--- src/rtl/accum_pkg.sv ---
// Shared types and constants for the accumulator controller.
//   DATA_W  : datapath width of samples, operands and the running total
//   state_t : controller states
//               IDLE  - waiting for a sample
//               LOAD  - operands have been registered to the adder
//               WAIT  - operands are held steady while the ripple adder settles
//               STORE - the adder result is captured
//               DONE  - all samples accumulated; results are held
package accum_pkg;

    localparam int DATA_W = 16;

    typedef enum logic [2:0] {
        IDLE,
        LOAD,
        WAIT,
        STORE,
        DONE
    } state_t;

endpackage

--- src/rtl/accum_16bit_ctrl_if.sv ---
// Bus between the accumulator controller and the external 16-bit adder.
//   add_a, add_b  : operands (controller -> adder)
//   add_cin       : carry-in (controller -> adder)
//   add_sum       : sum (adder -> controller)
//   add_overflow  : carry-out (adder -> controller)
// Modports:
//   master : the controller side
//   slave  : the adder side
interface accum_16bit_ctrl_if;
    import accum_pkg::*;

    logic [DATA_W-1:0] add_a;
    logic [DATA_W-1:0] add_b;
    logic              add_cin;
    logic [DATA_W-1:0] add_sum;
    logic              add_overflow;

    modport master (
        output add_a,
        output add_b,
        output add_cin,
        input  add_sum,
        input  add_overflow
    );

    modport slave (
        input  add_a,
        input  add_b,
        input  add_cin,
        output add_sum,
        output add_overflow
    );

endinterface

--- src/rtl/flex_counter.sv ---
// Parameterised up-counter.
// Ports:
//   clk           : clock, rising edge
//   n_rst         : asynchronous active-low reset, count -> 0
//   clear         : synchronous clear, count -> 0 (wins over count_enable)
//   count_enable  : advance by one this cycle
//   rollover_val  : highest count; advancing from it wraps to 1
//   count         : current count
//   rollover_flag : high while count == rollover_val
module flex_counter #(
    parameter int WIDTH = 4
) (
    input  logic             clk,
    input  logic             n_rst,
    input  logic             clear,
    input  logic             count_enable,
    input  logic [WIDTH-1:0] rollover_val,
    output logic [WIDTH-1:0] count,
    output logic             rollover_flag
);

    logic [WIDTH-1:0] count_reg;

    always_ff @(posedge clk or negedge n_rst) begin
        if (!n_rst) begin
            count_reg <= '0;
        end else if (clear) begin
            count_reg <= '0;
        end else if (count_enable) begin
            if (count_reg == rollover_val) begin
                count_reg <= WIDTH'(1);
            end else begin
                count_reg <= count_reg + WIDTH'(1);
            end
        end
    end

    assign count         = count_reg;
    assign rollover_flag = (count_reg == rollover_val);

endmodule

--- src/rtl/accum_16bit_ctrl.sv ---
// Sequential accumulator controller driving an external 16-bit adder.
// Each accepted sample is added to the running total (total -> add_a,
// sample -> add_b); after SETTLE_CYCLES of stable operands the adder result
// is captured. After NUM_SAMPLES captures the block parks in DONE until clear.
// Build option:
//   ACCUM_SATURATE_EN - when defined, a capture that overflows pins the total
//                       at 16'hFFFF instead of wrapping.
// Ports:
//   clk, n_rst        : clock (rising edge), asynchronous active-low reset
//   clear             : synchronous clear of total, count, flags and operands
//   data_valid/data_in: one-cycle sample strobe and unsigned sample value
//   add_bus (master)  : operands/carry-in out, sum/carry-out back
//   accum             : running total
//   sample_count      : samples accumulated so far
//   overflow_flag     : sticky, set by any overflowing capture
//   busy / done       : in LOAD/WAIT/STORE / in DONE
//   overrun           : one-cycle pulse when a sample was dropped
module accum_16bit_ctrl
    import accum_pkg::*;
#(
    parameter int NUM_SAMPLES   = 4,
    parameter int SETTLE_CYCLES = 2
) (
    input  logic                               clk,
    input  logic                               n_rst,
    input  logic                               clear,
    input  logic                               data_valid,
    input  logic [DATA_W-1:0]                  data_in,
    accum_16bit_ctrl_if.master                 add_bus,
    output logic [DATA_W-1:0]                  accum,
    output logic [$clog2(NUM_SAMPLES+1)-1:0]   sample_count,
    output logic                               overflow_flag,
    output logic                               busy,
    output logic                               done,
    output logic                               overrun
);

    localparam int SETTLE_W = $clog2(SETTLE_CYCLES + 1);
    localparam int COUNT_W  = $clog2(NUM_SAMPLES + 1);

    state_t state_reg, state_next;

    logic [DATA_W-1:0]   accum_reg;
    logic [DATA_W-1:0]   add_a_reg;
    logic [DATA_W-1:0]   add_b_reg;
    logic                overflow_reg;
    logic                overrun_reg;
    logic [SETTLE_W-1:0] settle_count;
    logic                settle_done;
    logic [COUNT_W-1:0]  count_value;
    logic                count_full;
    logic                last_sample;

    // The settle timer starts counting on the LOAD cycle, so it reaches
    // SETTLE_CYCLES after exactly SETTLE_CYCLES cycles spent in WAIT.
    // It is held at zero whenever the controller is idle.
    flex_counter #(.WIDTH(SETTLE_W)) u_settle (
        .clk           (clk),
        .n_rst         (n_rst),
        .clear         (clear || (state_reg == IDLE)),
        .count_enable  ((state_reg == LOAD) || ((state_reg == WAIT) && !settle_done)),
        .rollover_val  (SETTLE_W'(SETTLE_CYCLES)),
        .count         (settle_count),
        .rollover_flag (settle_done)
    );

    // The full flag gates the enable so the count can never pass NUM_SAMPLES.
    flex_counter #(.WIDTH(COUNT_W)) u_samples (
        .clk           (clk),
        .n_rst         (n_rst),
        .clear         (clear),
        .count_enable  ((state_reg == STORE) && !count_full),
        .rollover_val  (COUNT_W'(NUM_SAMPLES)),
        .count         (count_value),
        .rollover_flag (count_full)
    );

    assign last_sample = (count_value == COUNT_W'(NUM_SAMPLES - 1));

    always_ff @(posedge clk or negedge n_rst) begin
        if (!n_rst) begin
            state_reg <= IDLE;
        end else begin
            state_reg <= state_next;
        end
    end

    always_comb begin
        state_next = state_reg;
        if (clear) begin
            state_next = IDLE;
        end else begin
            case (state_reg)
                IDLE:    if (data_valid) state_next = LOAD;
                LOAD:    state_next = WAIT;
                WAIT:    if (settle_done) state_next = STORE;
                STORE:   state_next = last_sample ? DONE : IDLE;
                DONE:    state_next = DONE;
                default: state_next = IDLE;
            endcase
        end
    end

    always_ff @(posedge clk or negedge n_rst) begin
        if (!n_rst) begin
            accum_reg    <= '0;
            add_a_reg    <= '0;
            add_b_reg    <= '0;
            overflow_reg <= 1'b0;
            overrun_reg  <= 1'b0;
        end else if (clear) begin
            // A sample arriving together with clear is discarded silently.
            accum_reg    <= '0;
            add_a_reg    <= '0;
            add_b_reg    <= '0;
            overflow_reg <= 1'b0;
            overrun_reg  <= 1'b0;
        end else begin
            overrun_reg <= data_valid && (state_reg != IDLE);

            // Operands are latched on the IDLE->LOAD edge and then left alone
            // until the next accepted sample.
            if ((state_reg == IDLE) && data_valid) begin
                add_a_reg <= accum_reg;
                add_b_reg <= data_in;
            end

            if (state_reg == STORE) begin
                overflow_reg <= overflow_reg | add_bus.add_overflow;
`ifdef ACCUM_SATURATE_EN
                accum_reg <= add_bus.add_overflow ? {DATA_W{1'b1}} : add_bus.add_sum;
`else
                accum_reg <= add_bus.add_sum;
`endif
            end
        end
    end

    assign add_bus.add_a   = add_a_reg;
    assign add_bus.add_b   = add_b_reg;
    assign add_bus.add_cin = 1'b0;

    assign accum         = accum_reg;
    assign sample_count  = count_value;
    assign overflow_flag = overflow_reg;
    assign overrun       = overrun_reg;
    assign busy          = (state_reg == LOAD) || (state_reg == WAIT) || (state_reg == STORE);
    assign done          = (state_reg == DONE);

endmodule

--- src/flat_wrapper.sv ---
// flat-port wrapper written by rule: the top's interface ports become plain ports
module accum_16bit_ctrl_flat import accum_pkg::*;
#(
    parameter int NUM_SAMPLES   = 4,
    parameter int SETTLE_CYCLES = 2
)
  (clk, n_rst, clear, data_valid, data_in, accum, sample_count, overflow_flag, busy, done, overrun, add_bus_add_a, add_bus_add_b, add_bus_add_cin, add_bus_add_sum, add_bus_add_overflow);
  accum_16bit_ctrl_if add_bus_i ();
  input  logic clk;
  input  logic n_rst;
  input  logic clear;
  input  logic data_valid;
  input  logic [DATA_W-1:0] data_in;
  output logic [DATA_W-1:0] accum;
  output logic [$clog2(NUM_SAMPLES+1)-1:0] sample_count;
  output logic overflow_flag;
  output logic busy;
  output logic done;
  output logic overrun;
  output wire logic [$bits(add_bus_i.add_a)-1:0] add_bus_add_a;
  output wire logic [$bits(add_bus_i.add_b)-1:0] add_bus_add_b;
  output wire logic [$bits(add_bus_i.add_cin)-1:0] add_bus_add_cin;
  input wire logic [$bits(add_bus_i.add_sum)-1:0] add_bus_add_sum;
  input wire logic [$bits(add_bus_i.add_overflow)-1:0] add_bus_add_overflow;
  assign add_bus_add_a = add_bus_i.add_a;
  assign add_bus_add_b = add_bus_i.add_b;
  assign add_bus_add_cin = add_bus_i.add_cin;
  assign add_bus_i.add_sum = add_bus_add_sum;
  assign add_bus_i.add_overflow = add_bus_add_overflow;
  accum_16bit_ctrl #(.NUM_SAMPLES(NUM_SAMPLES), .SETTLE_CYCLES(SETTLE_CYCLES)) u_core (.clk(clk), .n_rst(n_rst), .clear(clear), .data_valid(data_valid), .data_in(data_in), .add_bus(add_bus_i), .accum(accum), .sample_count(sample_count), .overflow_flag(overflow_flag), .busy(busy), .done(done), .overrun(overrun));
endmodule
--- config.mk ---
export PLATFORM = sky130hd
export DESIGN_NAME = accum_16bit_ctrl_flat
export DESIGN_NICKNAME = d
export VERILOG_FILES = /design/src/rtl/accum_pkg.sv /design/src/rtl/accum_16bit_ctrl_if.sv /design/src/rtl/flex_counter.sv /design/src/rtl/accum_16bit_ctrl.sv /design/src/flat_wrapper.sv
export SDC_FILE = /design/constraint.sdc
export NUM_CORES = 1
export LEC_CHECK = 0
export BUFFER_PORTS_ARGS = -buffer_cell sky130_fd_sc_hd__buf_4
export CORE_AREA = 2 2 102 65
export DETAILED_ROUTE_END_ITERATION = 16
export DIE_AREA = 0 0 104 67
export PLACE_DENSITY = 0.77
export SYNTH_ARGS = -nofsm -noshare
export SYNTH_HDL_FRONTEND = slang
export SYNTH_HIERARCHICAL = 1
export SYNTH_SLANG_ARGS = --single-unit
--- constraint.sdc ---
create_clock -name clk -period 2.3 [get_ports clk]
set_input_delay 0.23 -clock clk [delete_from_list [all_inputs] [get_ports clk]]
set_output_delay 0.23 -clock clk [all_outputs]
set_load 0.02 [all_outputs]
# After elaboration in Yosys (flattened, before gate mapping)
# Index checks and enable logic that the tools add are counted.
# op_classes
eq_ne,9
addsub,2
reduce_logical,17
muxes,20
bitwise_logic,1
# op_table
op,n
$mux W16,6
$mux W3,7
$pmux W3 S5,1
$eq A3 B2 Y1 const B,3
$reduce_bool A2 Y1,4
$eq A3 B3 Y1 const B,2
$mux W2,3
$logic_and A1 B1 Y1,4
$logic_or A1 B1 Y1,4
$add A3 B1 Y3 const B,1
$eq A3 B1 Y1 const B,1
$logic_not A3 Y1,1
$mux W1,3
$ne A3 B2 Y1 const B,1
$ne A3 B3 Y1 const B,1
$reduce_bool A3 Y1,1
$add A2 B1 Y2 const B,1
$eq A2 B2 Y1 const B,1
$logic_not A1 Y1,2
$reduce_and A2 Y1,1
$or A1 B1 Y1,1
# totals
register_bits,58
out_inout_bits,56
word_cells,57
in_bits,37

# Longest topological paths before layout
# depth
word_depth,6
depth_mapped,7
ltp_nobuf,7

# Hierarchy
# The synthesis kept the hierarchy.
# modules_own_cells
module,area_each_um2,cells_each,n_inst
accum_16bit_ctrl,2600.0,224,1
flex_counter (u_core.u_samples),203.9,21,1
flex_counter (u_core.u_settle),126.4,14,1

# Least setup slack after synthesis
# Ideal clock, no wire load.
# synth_path
kind,reg2reg
startpoint,reg u_core.u_settle.count_reg[1] (netlist: u_core/u_settle/count[1])
endpoint,reg u_core.u_settle.count_reg[1] (netlist: u_core/u_settle/count[1])
arrival_time_ns,1.598
t_required_ns,2.201
slack_ns,0.603
period_less_slack_ns,1.697
path_stages_with_launch,7
path_buffers,0
setup_time_ns,0.099
cell_sequence,dfrtp_1 > xor2_1 > nor2_1 > or3b_2 > a21oi_1 > a31oi_1 > a311oi_1
# synth_between
elab_chain_len,5
word_cells_on_any_way,9
# synth_lines
item,line,text
start: declaration,flex_counter.sv:22,logic [WIDTH-1:0] count_reg;
start signal: assignment,flex_counter.sv:33,count_reg <= count_reg + WIDTH'(1);
$eq A2 B2 Y1 (*),flex_counter.sv:39,assign rollover_flag = (count_reg == rollover_val);
via u_core.settle_done,accum_16bit_ctrl.sv:49,logic settle_done;
$logic_not A1 Y1,accum_16bit_ctrl.sv:61,".count_enable ((state_reg == LOAD) || ((state_reg == WAIT) && !settle_done)),"
$logic_and A1 B1 Y1,accum_16bit_ctrl.sv:61,
$logic_or A1 B1 Y1,accum_16bit_ctrl.sv:61,
$reduce_bool A2 Y1 (no line),--,
# The timed path passes the listed nets; every way through them passes the cells marked *. The select of a mux whose other input is x is not followed.
# A chain may end at the register's enable or synchronous reset.

# Worst setup path after layout
# Ends and elaborated chain as after synthesis.

==> qor.json <==
{
  "synth-seq-area-share_pct": 49.5,
  "clock_slew_at_the_register_clock_pins_of_the_worst_setup_and_hold_paths_ns": 0.07,
  "timing.setup.critical_path_class": "reg -> reg",
  "yosysWarningCount": 6,
  "number_of_global_route_vias_before_repair": 2179,
  "timing_worst_slew_pin_value_ns": 0.727,
  "relative_contribution_of_the_clock_network_to_total_power_pct": 42.0,
  "worstPathCellList": "xor2_1 > nor2_1 > or3b_2 > a21oi_1 > a31oi_1 > a311oi_1",
  "rows": 22,
  "placement.io_buffers": 91,
  "cts.repair_timing.setup_buffer_count": 0,
  "critPathCaptureType": "register",
  "r2r-start": "u_core/u_settle/count[1]",
  "area_growth_syn_to_layout_pct": 32.5,
  "routedWlPerCell_um": 14.2,
  "hold_ws_ns": 0.163,
  "post-place-cells": 425,
  "worst_setup_path_startpoint": "u_core/u_settle/count[1]",
  "final-seq-area_mm2": 0.00145,
  "most_frequent_standard_cell_in_the_layout_excluding_fill_and_tap_cells": "buf_4",
  "clk_latency_ns": 0.33,
  "critPathLaunchType": "register",
  "design.core.area_mm2": 0.00595,
  "critical_path.reg2reg.endpoint": "u_core/u_settle/count[1]",
  "finalSetupViolCount": 0,
  "ctsHtreeMaxLevel": 3,
  "cts_tree": "built",
  "total_switching_power_uw": 632,
  "synth_adder_area_share_pct": 0.427,
  "drv_slew": 0,
  "vias": 2098,
  "seq_cells_post_synth": 58,
  "fill_cells": 471,
  "synth-compound-area-share_pct": 3.20,
  "critical_path.max_stage_delay_ns": 0.43,
  "drt-initial-drc-count": 52,
  "final_net_count": 391,
  "post_layout_nonfiller_instances": 442,
  "regToRegSetupSlack_ns": 0.38,
  "gr-total-overflow": 0,
  "drt-pass1-iter-count": 4,
  "netlist-cell-type-count": 39,
  "final_period_minus_worst_setup_slack_ns": 1.92,
  "fin_crit_sh_pct": 83.5,
  "cts_inserted_buffers": 9,
  "cts.root.buffer_cell": "clkbuf_8",
  "grt_pass1_wl_mm": 10.4,
  "run_status": "complete, no violations",
  "clk_path_buf_depth": 2,
  "share_comb_of_total_power_pct": 14.6,
  "n_antenna_cell": 0,
  "post_route_drc": 0,
  "grt_max_degree": 91,
  "grt_antenna_before_repair": 0,
  "power.ir.vdd_worst_mv": 0.334,
  "final_cell_mix": "93 x buf_4, 83 x nand2b_1, 58 x dfrtp_1, 49 x mux2i_1",
  "die_width_um": 104,
  "netlist_instances": 259,
  "power-per-cell-area_mw_per_mm2": 645,
  "worst_ep_required_time_ns": 2.52,
  "rsz_0062_raised_after_global_routing": "false",
  "timing.hold.worst.class": "in -> reg",
  "track_usage_pct": 19.4,
  "antenna_viol_nets_final": 0,
  "final.setup.tns_ns": 0,
  "synth_xor_area_share_pct": 1.79,
  "critical_path.slowest_cell": "or3b_2",
  "maxClockFrequency_mhz": 521,
  "area_occupied_by_multi_input_gates_mm2": 0.00138,
  "max_cap_viol_count": 0,
  "average_cell_area_after_synthesis_um2": 11.3,
  "io-pin-count": 93,
  "layout-drive-gt1-share_pct": 32.4,
  "netlist_area_mm2": 0.00293,
  "clock_skew_ns": 0.00664,
  "r2r_cells": 6,
  "die_h_um": 67,
  "die_outline_area_mm2": 0.00697,
  "routability_cong": 0.836,
  "clkSinkCount": 58,
  "viasPerCell": 4.75,
  "routed_wirelength_mm": 6.27,
  "combinational_family_with_the_most_area_after_synthesis": "simple AND/OR/NAND/NOR gates",
  "critical_path.endpoint": "u_core/u_settle/count[1]",
  "share_seq_of_total_power_pct": 43.4,
  "cp_data_arrival_time_ns": 2.14,
  "switching_share_pct": 25.2,
  "power_leakage_uw": 0.00190,
  "timing_hold_violations_final": 0,
  "p_int_uw": 1870,
  "start_util_pct": 49.3,
  "critical_path.max_fanout": 4,
  "synth.mux.area_fraction_pct": 16.7,
  "synth_simple_gate_area_share_pct": 23.5,
  "worst_slew_margin_rel_pct": 51.5,
  "dp.final_hpwl_mm": 4.25
}
## metal layers
layer | wire [um] | share of wire, % | track usage (%)
met1 | 2960 | 47 | 25.2
met2 | 2760 | 44 | 30.0
met3 | 495 | 7.9 | 8.32
met4 | 52 | 0.83 | 4.56
met5 | 0 | 0 | 0
## cell type report
type	instances	share of cell area [%]
flip-flops and latches	58	37.4
multi-input cells	188	35.6
well taps	84	2.71
repair buffers	94	18.2
inverters	2	0.193
clock buffers	10	3.54
clock inverters	6	2.32
## power groups by stage
stage | clock (uW) | sequential [uW] | combinational, uW
after floorplan | 0 | 1130 | 199
after global placement | 0 | 1100 | 363
after detailed placement | 0 | 1100 | 368
after CTS | 1070 | 1090 | 369
after global routing | 1130 | 1090 | 398
final | 1050 | 1090 | 366
## logic make-up after synthesis
| family | after synthesis |
|---|---|
| compound gates | 12 |
| xor+xnor | 6 |
| fa+ha+maj | 1 |
| buf+inv | 21 |
| flops | 58 |
| mux | 49 |
| other cells | 2 |
| simple gates | 110 |
## worst min path at each step
stage | start | endpoint | cells after the start
floorplan | n_rst | u_core/accum[0] | 0
detailed placement | n_rst | u_core/add_bus.add_b[5] | 1
finish | add_bus_add_sum[12] | u_core/accum[12] | 3
CTS | add_bus_add_sum[15] | u_core/accum[15] | 3
global route | data_in[7] | u_core/add_bus.add_b[7] | 3
global placement | n_rst | u_core/accum[11] | 1
## timing repair
action	CTS	global route
hold buffers	1	0
resized for setup	0	0
endpoints found under the hold margin	51	0
## synthesized netlist by cell type
library cell	instances	area, um^2
a31o_1	1	8.76
nor3_1	2	10.0
and3b_2	1	10.0
buf_2	3	15.0
nand2_1	2	7.51
a22o_1	2	17.5
a21oi_2	1	8.76
conb_1	2	7.51
and3_1	1	6.26
a32o_2	1	11.3
a21o_1	1	7.51
nor4_1	1	6.26
xor2_1	2	17.5
or3b_2	1	8.76
nor3b_1	2	15.0
o211ai_1	1	7.51
mux2i_1	49	490
xnor2_1	4	35.0
or2b_1	2	15.0
a31oi_1	1	6.26
nor4bb_1	1	10.0
ha_1	1	12.5
buf_4	3	22.5
and2_1	1	6.26
nor2b_1	2	12.5
nor4b_1	1	8.76
or4b_4	1	13.8
inv_1	2	7.51
a21oi_1	2	10.0
clkbuf_1	9	33.8
or2_2	1	6.26
o21a_1	1	7.51
dfrtp_1	58	1450
buf_12	1	20.0
nor2_1	7	26.3
buf_6	3	33.8
nand2b_1	83	519
nand3b_1	1	7.51
a311oi_1	1	8.76
## metrics by stage
step	worst slack, ns	total power [uW]	cell area (um^2)	utilization [%]
floorplan	0.603	1330	2960	-
global placement	0.531	1470	3640	61.3
detailed placement	0.427	1470	3640	61.3
CTS	0.426	2530	3880	65.3
global route	0.267	2620	3880	65.3
finish	0.380	2510	3880	65.3
## critical path, delay by kind of cell (launching register included)
family	cells	cell delay, ns
compound gates	3	0.70
simple gates	2	0.51
flops	1	0.41
xor+xnor	1	0.20
Power figures use the tool's default switching activity.
